--- src/rtl/branch_resolve_unit.sv ---
// branch_resolve_unit
//   Carries each decoded branch and its D-stage gshare prediction through the
//   E and M stages, evaluates the branch condition in E, registers the outcome
//   into M, and produces the predictor update / fetch recovery signals along
//   with saturating branch and misprediction counters.
//
// Ports
//   clk, rst                 clock, synchronous active-high reset
//   stallE, stallM           hold the D->E / E->M pipeline registers
//   flushE                   load a bubble into the E register
//   branchD, pred_takeD      D-stage branch flag and predicted direction
//   branch_opD               branch condition selector
//   pcD, targetD             D-stage branch PC and taken target
//   rs_valE, rt_valE         forwarded operands in E
//   actual_takeE             combinational E-stage outcome
//   branchM, actual_takeM    M-stage branch (reported once) and its outcome
//   pred_wrong, pcM          M-stage misprediction and branch PC
//   redirect, redirect_pc    fetch redirect request and address
//   flush_fd                 flush F and D stage registers
//   cnt_branch, cnt_mispred  saturating resolved-branch / mispredict counters
module branch_resolve_unit #(
  parameter int unsigned CNT_WIDTH = 32
) (
  input  logic                 clk,
  input  logic                 rst,
  input  logic                 stallE,
  input  logic                 stallM,
  input  logic                 flushE,
  input  logic                 branchD,
  input  logic                 pred_takeD,
  input  logic [2:0]           branch_opD,
  input  logic [31:0]          pcD,
  input  logic [31:0]          targetD,
  input  logic [31:0]          rs_valE,
  input  logic [31:0]          rt_valE,
  output logic                 actual_takeE,
  output logic                 branchM,
  output logic                 actual_takeM,
  output logic                 pred_wrong,
  output logic [31:0]          pcM,
  output logic                 redirect,
  output logic [31:0]          redirect_pc,
  output logic                 flush_fd,
  output logic [CNT_WIDTH-1:0] cnt_branch,
  output logic [CNT_WIDTH-1:0] cnt_mispred
);

  typedef enum logic [2:0] {
    OP_BEQ    = 3'b000,
    OP_BNE    = 3'b001,
    OP_BGEZ   = 3'b010,
    OP_BGTZ   = 3'b011,
    OP_BLEZ   = 3'b100,
    OP_BLTZ   = 3'b101,
    OP_ALWAYS = 3'b110,
    OP_NEVER  = 3'b111
  } br_op_e;

  // E stage register
  logic        r_validE;
  logic        r_pred_takeE;
  br_op_e      r_opE;
  logic [31:0] r_pcE;
  logic [31:0] r_targetE;

  // M stage register
  logic        r_validM;
  logic        r_pred_takeM;
  logic        r_actual_takeM;
  logic [31:0] r_pcM;
  logic [31:0] r_targetM;

  logic [CNT_WIDTH-1:0] r_cnt_branch;
  logic [CNT_WIDTH-1:0] r_cnt_mispred;

  logic w_cond;
  logic w_rs_neg;
  logic w_rs_zero;
  logic w_mis;
  logic w_branchM;
  logic w_pred_wrong;

  // A misprediction resolving in M kills the wrong-path instruction in D,
  // so E takes a bubble on that edge just as it does for flushE.
  always_ff @(posedge clk) begin
    if (rst || flushE || w_pred_wrong) begin
      r_validE     <= 1'b0;
      r_pred_takeE <= 1'b0;
      r_opE        <= OP_BEQ;
      r_pcE        <= '0;
      r_targetE    <= '0;
    end else if (!stallE) begin
      r_validE     <= branchD;
      r_pred_takeE <= pred_takeD;
      r_opE        <= br_op_e'(branch_opD);
      r_pcE        <= pcD;
      r_targetE    <= targetD;
    end
  end

  assign w_rs_neg  = rs_valE[31];
  assign w_rs_zero = (rs_valE == '0);

  always_comb begin
    w_cond = 1'b0;
    case (r_opE)
      OP_BEQ:    w_cond = (rs_valE == rt_valE);
      OP_BNE:    w_cond = (rs_valE != rt_valE);
      OP_BGEZ:   w_cond = !w_rs_neg;
      OP_BGTZ:   w_cond = !w_rs_neg && !w_rs_zero;
      OP_BLEZ:   w_cond = w_rs_neg || w_rs_zero;
      OP_BLTZ:   w_cond = w_rs_neg;
      OP_ALWAYS: w_cond = 1'b1;
      OP_NEVER:  w_cond = 1'b0;
      default:   w_cond = 1'b0;
    endcase
  end

  assign actual_takeE = r_validE & w_cond;

  // E stalled while M advances: the E entry stays put, so M must see a bubble.
  always_ff @(posedge clk) begin
    if (rst || (!stallM && stallE)) begin
      r_validM       <= 1'b0;
      r_pred_takeM   <= 1'b0;
      r_actual_takeM <= 1'b0;
      r_pcM          <= '0;
      r_targetM      <= '0;
    end else if (!stallM) begin
      r_validM       <= r_validE;
      r_pred_takeM   <= r_pred_takeE;
      r_actual_takeM <= actual_takeE;
      r_pcM          <= r_pcE;
      r_targetM      <= r_targetE;
    end
  end

  // Reporting is gated by ~stallM so a branch held in M is counted and
  // redirected only on the cycle it finally advances.
  assign w_mis        = r_validM & (r_pred_takeM != r_actual_takeM);
  assign w_branchM    = r_validM & ~stallM;
  assign w_pred_wrong = w_mis & ~stallM;

  assign branchM      = w_branchM;
  assign pred_wrong   = w_pred_wrong;
  assign actual_takeM = r_actual_takeM;
  assign pcM          = r_pcM;
  assign redirect     = w_pred_wrong;
  assign flush_fd     = w_pred_wrong;

  // Not-taken recovery skips the delay slot at pcM+4, which is already in E.
  always_comb begin
    redirect_pc = '0;
    if (w_pred_wrong) begin
      redirect_pc = r_actual_takeM ? r_targetM : (r_pcM + 32'd8);
    end
  end

  always_ff @(posedge clk) begin
    if (rst) begin
      r_cnt_branch  <= '0;
      r_cnt_mispred <= '0;
    end else begin
      if (w_branchM && (r_cnt_branch != '1)) begin
        r_cnt_branch <= r_cnt_branch + CNT_WIDTH'(1);
      end
      if (w_pred_wrong && (r_cnt_mispred != '1)) begin
        r_cnt_mispred <= r_cnt_mispred + CNT_WIDTH'(1);
      end
    end
  end

  assign cnt_branch  = r_cnt_branch;
  assign cnt_mispred = r_cnt_mispred;

endmodule

--- config.mk ---
export PLATFORM = sky130hd
export DESIGN_NAME = branch_resolve_unit
export DESIGN_NICKNAME = d
export VERILOG_FILES = /design/src/rtl/branch_resolve_unit.sv
export SDC_FILE = /design/constraint.sdc
export NUM_CORES = 1
export LEC_CHECK = 0
export ABC_AREA = 1
export CAP_MARGIN = 10
export CORE_MARGIN = 2
export CORE_UTILIZATION = 45
export DETAILED_ROUTE_END_ITERATION = 8
export DONT_BUFFER_PORTS = 1
export PLACE_DENSITY_LB_ADDON = 0.3
export RECOVER_POWER = 25
export SYNTH_ARGS = -nofsm -noshare
export SYNTH_HDL_FRONTEND = slang
export SYNTH_SLANG_ARGS = --single-unit
--- constraint.sdc ---
create_clock -name clk -period 2.9 [get_ports clk]
set_input_delay 0.29 -clock clk [delete_from_list [all_inputs] [get_ports clk]]
set_output_delay 0.29 -clock clk [all_outputs]
set_load 0.01 [all_outputs]
* Word level (Yosys, flattened, before mapping)
Index checks and enable logic that the tools add are counted.
** Cells by class
- Bitwise operators :: 5
- Reductions and logical operators :: 13
- Muxes and demuxes :: 3
- Equality and inequality tests :: 12
- $add $sub $neg :: 3
** Operators with widths (count)
- $add 32x1->32 const B :: 2
- $mux 32 :: 2
- $ne 32x32->1 const B :: 2
- $add 32x4->32 const B :: 1
- $eq 32x32->1 :: 1
- $logic_not 32->1 :: 1
- $ne 32x32->1 :: 1
- $eq 3x3->1 const B :: 4
- $pmux 1 s8 :: 1
- $eq 3x2->1 const B :: 2
- $and 1x1->1 :: 4
- $logic_and 1x1->1 :: 4
- $logic_or 1x1->1 :: 4
- $eq 3x1->1 const B :: 1
- $logic_not 1->1 :: 3
- $logic_not 3->1 :: 1
- $ne 1x1->1 :: 1
- $not 1->1 :: 1
** Storage, ports and cells
- Word-level logic and storage cells :: 48
- Output and inout port bits :: 134
- Register bits after elaboration :: 200

* Depth between registers and ports, before layout
Gate-level depths: netlist of the first run.
- Depth after elaboration :: 5
- Mapped depth :: 12

* Worst setup path after synthesis of the first run
Ideal clock, no wire load.
- Kind :: register to output
- Start :: register r_pcM[3] (netlist: pcM[3])
- End :: output port redirect_pc[25]
- Cell stages (with the launch flop) :: 10
- Required time :: 2.610 ns
- Path slack :: 0.965 ns
- Arrival :: 1.645 ns
- Buffers on the path :: 0
- Path through :: dfxtp_1 ha_1 nand3_2 nor2_2 nand4_1 nor2_2 nand4_1 xor2_1 o21ai_1 inv_1
** Between the ends
- Word-level cells in the longest chain between the ends :: 3
** Ends and longest elaborated chain
- from (decl) :: line 70 : logic [31:0] r_pcM;
- from (signal assigned) :: line 133 : r_pcM <= r_pcE;
- $add 32x4->32 :: line 155 : redirect_pc = r_actual_takeM ? r_targetM : (r_pcM + 32'd8);
- $mux 32 :: line 155
- $mux 32 :: line 154 : if (w_pred_wrong) begin
- to (decl) :: line 42 : output logic [31:0] redirect_pc,
Every way passes these cells.

* Worst setup path after layout of the first run
- Start :: register r_pcM[8] (netlist: pcM[8])
- End :: output port redirect_pc[20]
The elaborated chain is that of the path after synthesis.

==> summary.md, run 1 <==
| Metric | Value |
|---|---|
| Ys flop type | `dfxtp_1` |
| RSZ-0062 raised after global routing | `false` |
| Worst-skew pair later-pin latency | `0.44 ns` |
| Net Sw Power | `1419 uW` |
| Yosys warns | `0` |
| Final Hold Fails | `0` |
| Cell with the most instances after synthesis | `nand2_1` |
| Final Power | `5689 uW` |
| Synth-to-layout area growth | `15.78%` |
| GR peak layer | `met2` |
| Peak Freq | `366.3 MHz` |
| Combinational share of power | `0.069` |
| Vias per cell | `5.270` |
| I/O Buffers | `0` |
| N_diodes | `0` |
| Die span in y | `154.4 microns` |
| Synth unique cells | `43` |
| Io pins | `272` |
| Pre-Repair DR Iteration Count | `5` |
| Initial DRC Count | `720` |
| Largest family of logic cells by synthesized area | `simple AND/OR/NAND/NOR gates` |
| GR Util All Layers | `0.2516` |
| Total die area | `23,820 sq um` |
| Starting Density | `0.4534` |
| Share of synthesized registers carrying an async set or reset | `0` |
| Minimum clock period | `2.730 ns` |
| P per Cell Area | `483.0 nW/um^2` |
| Setup TNS | `0 ns` |
| Congestion Overflow GR | `0` |
| Rows | `55` |
| Slew Limit Headroom | `0.3483` |
| Worst-margin pin slew | `0.9765 ns` |
| Internal | `4270 uW` |
| MaxCap Viol Count | `0` |
| Post-CTS Setup Bufs | `0` |
| Share of layout cells above drive strength 1 | `0.06853` |
| Synth Area in XOR/XNOR | `0.06371` |
| Cts bufs inserted | `17` |
| Largest area contributor in the netlist | `dfxtp_1` |
| Number of global-route vias before repair | `9,436` |
| Mean routed wirelength per cell | `16.23 microns` |
| Dpl hpwl | `20.85 mm` |
| Mux cell area share after synthesis | `0` |
| Part of the Yosys area used for sequential elements | `0.3936` |
| Fin nets | `1,704` |
| Clock skew | `0.01178 ns` |
| Data required time at the worst endpoint | `2.61 ns` |
| Max-slew violations | `0` |
| Compound-Gate Fraction of Synth Area | `0.1245` |
| Hold Crit Class | `in -> reg` |
| Synth cell count leaders | `nand2_1, dfxtp_1, a21oi_1` |
| Clock buffer depth | `2` |
| Final setup viols | `0` |
| Total wire length | `30.21 mm` |
| Leakage | `0.004426 uW` |
| Net Count, Synth | `1,663` |
| Tcrit/Tclk final | `0.9415` |
| CTS root buf | `clkbuf_16` |
| Sw Ratio | `0.2495` |
| Seq pwr share | `0.496` |
| Die span in x | `154.4 microns` |
| Clk sinks | `200` |
| Core Area | `22,430 sq um` |
| Critical-path maximum fanout | `5` |
| Largest net degree at the start of global routing | `69` |
| Worst setup SP type | `flop` |
| Placer congestion estimate | `0.8881` |
| Grt met3 use | `0.07481` |
| Clk pwr share | `0.435` |
| Synth Cell Area | `10,170 sq um` |
| Met2 Use GR | `0.4202` |
| Cells after synthesis | `1,522` |
| Crit path DAT | `2.44 ns` |
| Final antenna-violating net count | `0` |
| WS Path Type | `reg -> out` |
| Global-route wire length before repair | `48.47 mm` |
| CTS tree | `yes` |
| Number of synthesized flops with an enable pin | `0` |
| Status | `complete, no violations` |
| CTS HTree Levels | `4` |
| Post-synth top area share | `0.3936` |
| Met1 Use GR | `0.3075` |
| Drt drc | `0` |
| Synthesized flop and latch total | `200` |
| Initial antenna violation count | `0` |
| Via count | `9,807` |
| Synth Area in Simple Gates | `0.3391` |
| CP Capture Type | `output port` |
| Maximum vdd drop | `0.0003559 V` |
| Adder-cell share of the synthesized area | `0.003690` |
| Mean Syn Cell Area | `6.683 sq um` |
| Synth area leaders | `dfxtp_1, nand2_1, a21oi_1, nor2_1, inv_1` |
| Worst-path clk slew | `0.08 ns` |
-- path summary, 6_finish.rpt --
| kind | cells after the start | startpoint | endpoint | slack (ns) |
|---|---|---|---|---|
| worst min register to register | 2 | r_pcE[20] | pcM[20] | 0.46 |
| worst max-delay path | 6 | pcM[8] | redirect_pc[20] | 0.17 |
| worst min-delay path | 2 | targetD[10] | r_targetE[10] | 0.02 |
| worst max register to register | 7 | r_validM | r_pcE[2] | 0.62 |
-- metal layers --
layer | up-vias | part of all wire | wire (microns)
li1 | 4946 | - | -
met5 | - | 0 | 0
met1 | 4471 | 0.42 | 12750
met2 | 338 | 0.47 | 14240
met3 | 52 | 0.076 | 2305
met4 | 0 | 0.030 | 911
-- layout make-up --
class	count	area, sq um
timing repair buffer	92	930.9
inverter	121	459.2
sequential	200	4008
fill	2252	10660
clock inverter	15	188.9
multi-input combinational	1131	5409
tap	285	356.6
clock buffer	17	425.4
-- sequential cells by signal, summed over array words and instances (netlist names) --
register,cells
r_targetE,32
r_validM,1
r_validE,1
actual_takeM,1
r_targetM,32
r_pcE,32
pcM,32
r_pred_takeM,1
cnt_branch,32
cnt_mispred,32
r_opE,3
r_pred_takeE,1
-- power by group through the flow --
stage	Clock (uW)	Sequential [uW]	Combinational [uW]
4_1_cts	2540	2820	393
2_1_floorplan	0	2870	241
6_report	2480	2820	392
3_3_place_gp	0	2880	264
3_5_place_dp	0	2880	269
5_1_grt	2660	2830	439
-- metrics by stage --
stage,utilization,std cells,hold WS (ns),instance area (sq um),setup slack [ns]
final,0.5250,1861,0.02309,11780,0.1697
after detailed placement,0.4626,1756,0.3649,10380,0.4703
after global placement,0.4626,1756,0.3639,10380,0.4972
after global routing,0.5250,1861,0.009014,11780,0.001411
after floorplan,-,1522,0.4346,10170,0.9648
after CTS,0.5247,1861,0.006847,11770,0.05601
-- cell families after synthesis --
| kind of cell | after synthesis |
|---|---|
| AND/OR/NAND/NOR | 807 |
| XOR/XNOR | 74 |
| buffers and inverters | 191 |
| adder cells (fa/ha/maj) | 3 |
| flip-flops | 200 |
| AO/OA/AOI/OAI | 247 |
-- critical path, stage by stage, from the launching register on --
cell	delay (ns)
dfxtp_1	0.52
nand2_1	0.12
nor3_1	0.37
nand4_1	0.30
xnor2_1	0.23
o21ai_0	0.32
inv_1	0.14
-- layout by cell type, fill, tap and decap left out, types with 3 or more instances in the layout --
cell type / instances
a21oi_1: 183
a31oi_1: 3
and2_1: 3
buf_4: 18
clkbuf_16: 17
clkinv_4: 4
dfxtp_1: 197
dfxtp_2: 3
dlygate4sd3_1: 70
ha_1: 3
inv_1: 112
inv_2: 5
inv_8: 4
nand2_1: 490
nand2_2: 9
nand3_1: 40
nand3_2: 4
nand3b_1: 3
nand4_1: 23
nor2_1: 161
nor2_2: 9
nor2_4: 3
nor3_1: 35
nor3_2: 6
nor3_4: 3
nor3b_2: 3
nor4_1: 5
o211ai_1: 6
o21ai_0: 42
o21ai_1: 10
or2_2: 3
xnor2_1: 45
xor2_1: 29
-- what timing repair did --
item	in CTS	in global routing
endpoints found under the hold margin	165	0
resized for setup	1	3
setup endpoints to repair	1	4
hold buffers	73	0
pin swaps	0	0
No activity file was read; power rests on OpenSTA's default activity.
==> run 2: changes to the inputs <==
--- a/config.mk
+++ b/config.mk
@@ -11,6 +11,7 @@
 export CORE_UTILIZATION = 45
 export DETAILED_ROUTE_END_ITERATION = 8
 export DONT_BUFFER_PORTS = 1
+export GPL_ROUTABILITY_DRIVEN = 1
 export PLACE_DENSITY_LB_ADDON = 0.3
 export RECOVER_POWER = 25
 export SYNTH_ARGS = -nofsm -noshare
==> constraint.sdc (replaced) <==
create_clock -name clk -period 2.9 [get_ports clk]
set_input_delay 0.29 -clock clk [delete_from_list [all_inputs] [get_ports clk]]
set_output_delay 0.29 -clock clk [all_outputs]
set_load 0.02 [all_outputs]
==> summary.md, run 2 (synthesis results as in run 1) <==
| Metric | Value |
|---|---|
| Status | `complete, no violations` |
| RSZ-0062 raised after global routing | `false` |
| Fin nets | `1,715 (+0.65%)` |
| Commonest non-fill, non-tap cell in the layout | `nand2_1` |
| Grt met3 use | `0.07733 (+0.002522)` |
| Vias per cell | `5.250 (-0.38%)` |
| Core Area | `22,430 sq um (unchanged)` |
| MaxCap Viol Count | `0 (unchanged)` |
| Buf/Inv on CP | `2 (+1)` |
| Global-route wire length before repair | `49.22 mm (+1.6%)` |
| CP Capture Type | `output port` |
| Initial DRC Count | `725 (+0.69%)` |
| CP delay by family, top | `simple AND/OR/NAND/NOR gates` |
| Synth-to-layout area growth | `16.65%` |
| Io pins | `272 (unchanged)` |
| Slowest stage delay, CP | `0.54 ns (+0.02 ns)` |
| Starting Density | `0.4534 (unchanged)` |
| Peak Freq | `361.0 MHz (-1.4%)` |
| Met1 Use GR | `0.3081 (+0.0006180)` |
| Hold slack | `0.01161 ns (-0.01149 ns)` |
| Maximum vdd drop | `0.0003290 V (-7.6%)` |
| Leakage | `0.004483 uW (+1.3%)` |
| Crit path DAT | `2.48 ns (+0.04 ns)` |
| Worst-skew pair later-pin latency | `0.43 ns (about the same)` |
| Most frequent CP cell | `inv_1` |
| Max-slew violations | `0 (unchanged)` |
| Congestion Overflow GR | `0 (unchanged)` |
| Seq pwr share | `0.495 (about the same)` |
| Setup TNS | `0 ns (unchanged)` |
| Drt drc | `0 (unchanged)` |
| CTS tree | `yes` |
| Final Hold Fails | `0 (unchanged)` |
| Placer congestion estimate | `0.9018 (+1.5%)` |
| Via count | `9,833 (+0.27%)` |
| Slew Limit Headroom | `0.3591 (+0.01083)` |
| Crit-path cells | `inv_1 > nor3_1 > nand4_1 > xnor2_1 > o21ai_0 > inv_1` |
| Net Sw Power | `1396 uW (-1.6%)` |
| CP max-delay cell | `dfxtp_1` |
| GR peak layer | `met2` |
| Number of global-route vias before repair | `9,490 (+0.57%)` |
| Clk pwr share | `0.436 (about the same)` |
| Worst-path clk slew | `0.07 ns (about the same)` |
| Cts bufs inserted | `17 (unchanged)` |
| Tcrit/Tclk final | `0.9552 (+0.01373)` |
| Clock buffer depth | `2 (unchanged)` |
| CTS HTree Levels | `4 (unchanged)` |
| Dpl hpwl | `20.83 mm (about the same)` |
| Final antenna-violating net count | `0 (unchanged)` |
| Mean routed wirelength per cell | `16.17 microns (-0.39%)` |
| Most frequent cells in the layout | `nand2_1, dfxtp_1, a21oi_1` |
| Post-CTS Setup Bufs | `0 (unchanged)` |
| Largest net degree at the start of global routing | `69 (unchanged)` |
| Die span in x | `154.4 microns (unchanged)` |
| Minimum clock period | `2.770 ns (+0.03983 ns)` |
| Internal | `4306 uW (+0.85%)` |
| CTS root buf | `clkbuf_16` |
| Combinational share of power | `0.069 (about the same)` |
| Data required time at the worst endpoint | `2.61 ns (about the same)` |
| Rows | `55 (unchanged)` |
| Met2 Use GR | `0.4333 (+0.01303)` |
| P per Cell Area | `480.5 nW/um^2 (-0.52%)` |
| Sw Ratio | `0.2448 (-0.004641)` |
| Share of layout cells above drive strength 1 | `0.07057 (+0.002045)` |
| Total die area | `23,820 sq um (unchanged)` |
| Clock skew | `0.01293 ns (+0.001145 ns)` |
| Pre-Repair DR Iteration Count | `5 (unchanged)` |
| GR Util All Layers | `0.2550 (+0.003466)` |
| Critical-path maximum fanout | `5 (unchanged)` |
| Clk sinks | `200 (unchanged)` |
| Initial antenna violation count | `3 (+3)` |
| Final setup viols | `0 (unchanged)` |
| Hold Crit Class | `in -> reg` |
| I/O Buffers | `0 (unchanged)` |
| Worst setup SP type | `flop` |
| Worst-margin pin slew | `0.9602 ns (-0.01622 ns)` |
| Total wire length | `30.28 mm (+0.25%)` |
| WS Path Type | `reg -> out` |
| Die span in y | `154.4 microns (unchanged)` |
run 2: cell count changes in the layout (fill, tap and decap cells not counted), moves of 2 or more:
| cell | before | now |
|---|---|---|
| buf_12 | 2 | 5 |
| clkbuf_1 | 0 | 6 |
| dlygate4sd3_1 | 70 | 73 |
| clkbuf_8 | 0 | 2 |
run 2: per-stage QoR:
stage	util	cell area (sq um)	instances	worst slack, ns	power, uW
floorplan	-	10170	1522	0.8306	3121
global placement	0.4664	10460	1764	0.5371	3152
detailed placement	0.4664	10460	1764	0.4988	3156
CTS	0.5293	11880	1872	0.02886	5756
global route	0.5289	11870	1873	0.001756	5926
finish	0.5289	11870	1873	0.1298	5702
run 2: path summary, 6_finish.rpt:
kind                start               to  slack (ns)  cells after the start
max reg2reg  actual_takeM        r_pcE[21]        0.43                      7
max               pcM[10]  redirect_pc[20]        0.13                      6
min reg2reg     r_pcE[11]          pcM[11]        0.46                      2
min               pcD[31]        r_pcE[31]        0.01                      2
run 2: final cells by class:
| type | instances | area [sq um] |
|---|---|---|
| timing repair buffer | 103 | 1016 |
| multi-input combinational | 1131 | 5410 |
| fill | 2182 | 10570 |
| clock inverter | 13 | 160.2 |
| clock buffer | 19 | 452.9 |
| inverter | 121 | 459.2 |
| sequential | 200 | 4009 |
| tap | 285 | 356.6 |
| antenna | 1 | 2.502 |
run 2: repair_timing:
item / in CTS / in global routing
endpoints found under the setup margin: 0 / 7
endpoints found under the hold margin: 151 / 0
hold buffers: 76 / 0
resized for setup: 0 / 5
run 2: routing by layer:
metal	vias to the layer above	share of wire
met1	4467	0.42
met4	2	0.027
met3	54	0.082
met5	-	0.00063
li1	4959	-
met2	351	0.47
run 2: power by group through the flow:
stage          registers, uW  clock network, uW  logic (uW)
6_report                2820               2490         396
5_1_grt                 2830               2660         441
4_1_cts                 2820               2540         395
3_5_place_dp            2880                  0         272
3_3_place_gp            2880                  0         268
2_1_floorplan           2880                  0         241
run 2: worst register-to-register path: stages (launching register included):
cell and delay (ns):
dfxtp_1 0.54, xor2_1 0.21, nand2_2 0.08, buf_4 0.23
nand2_2 0.31, buf_12 0.30, a21oi_1 0.13, dlygate4sd3_1 0.58
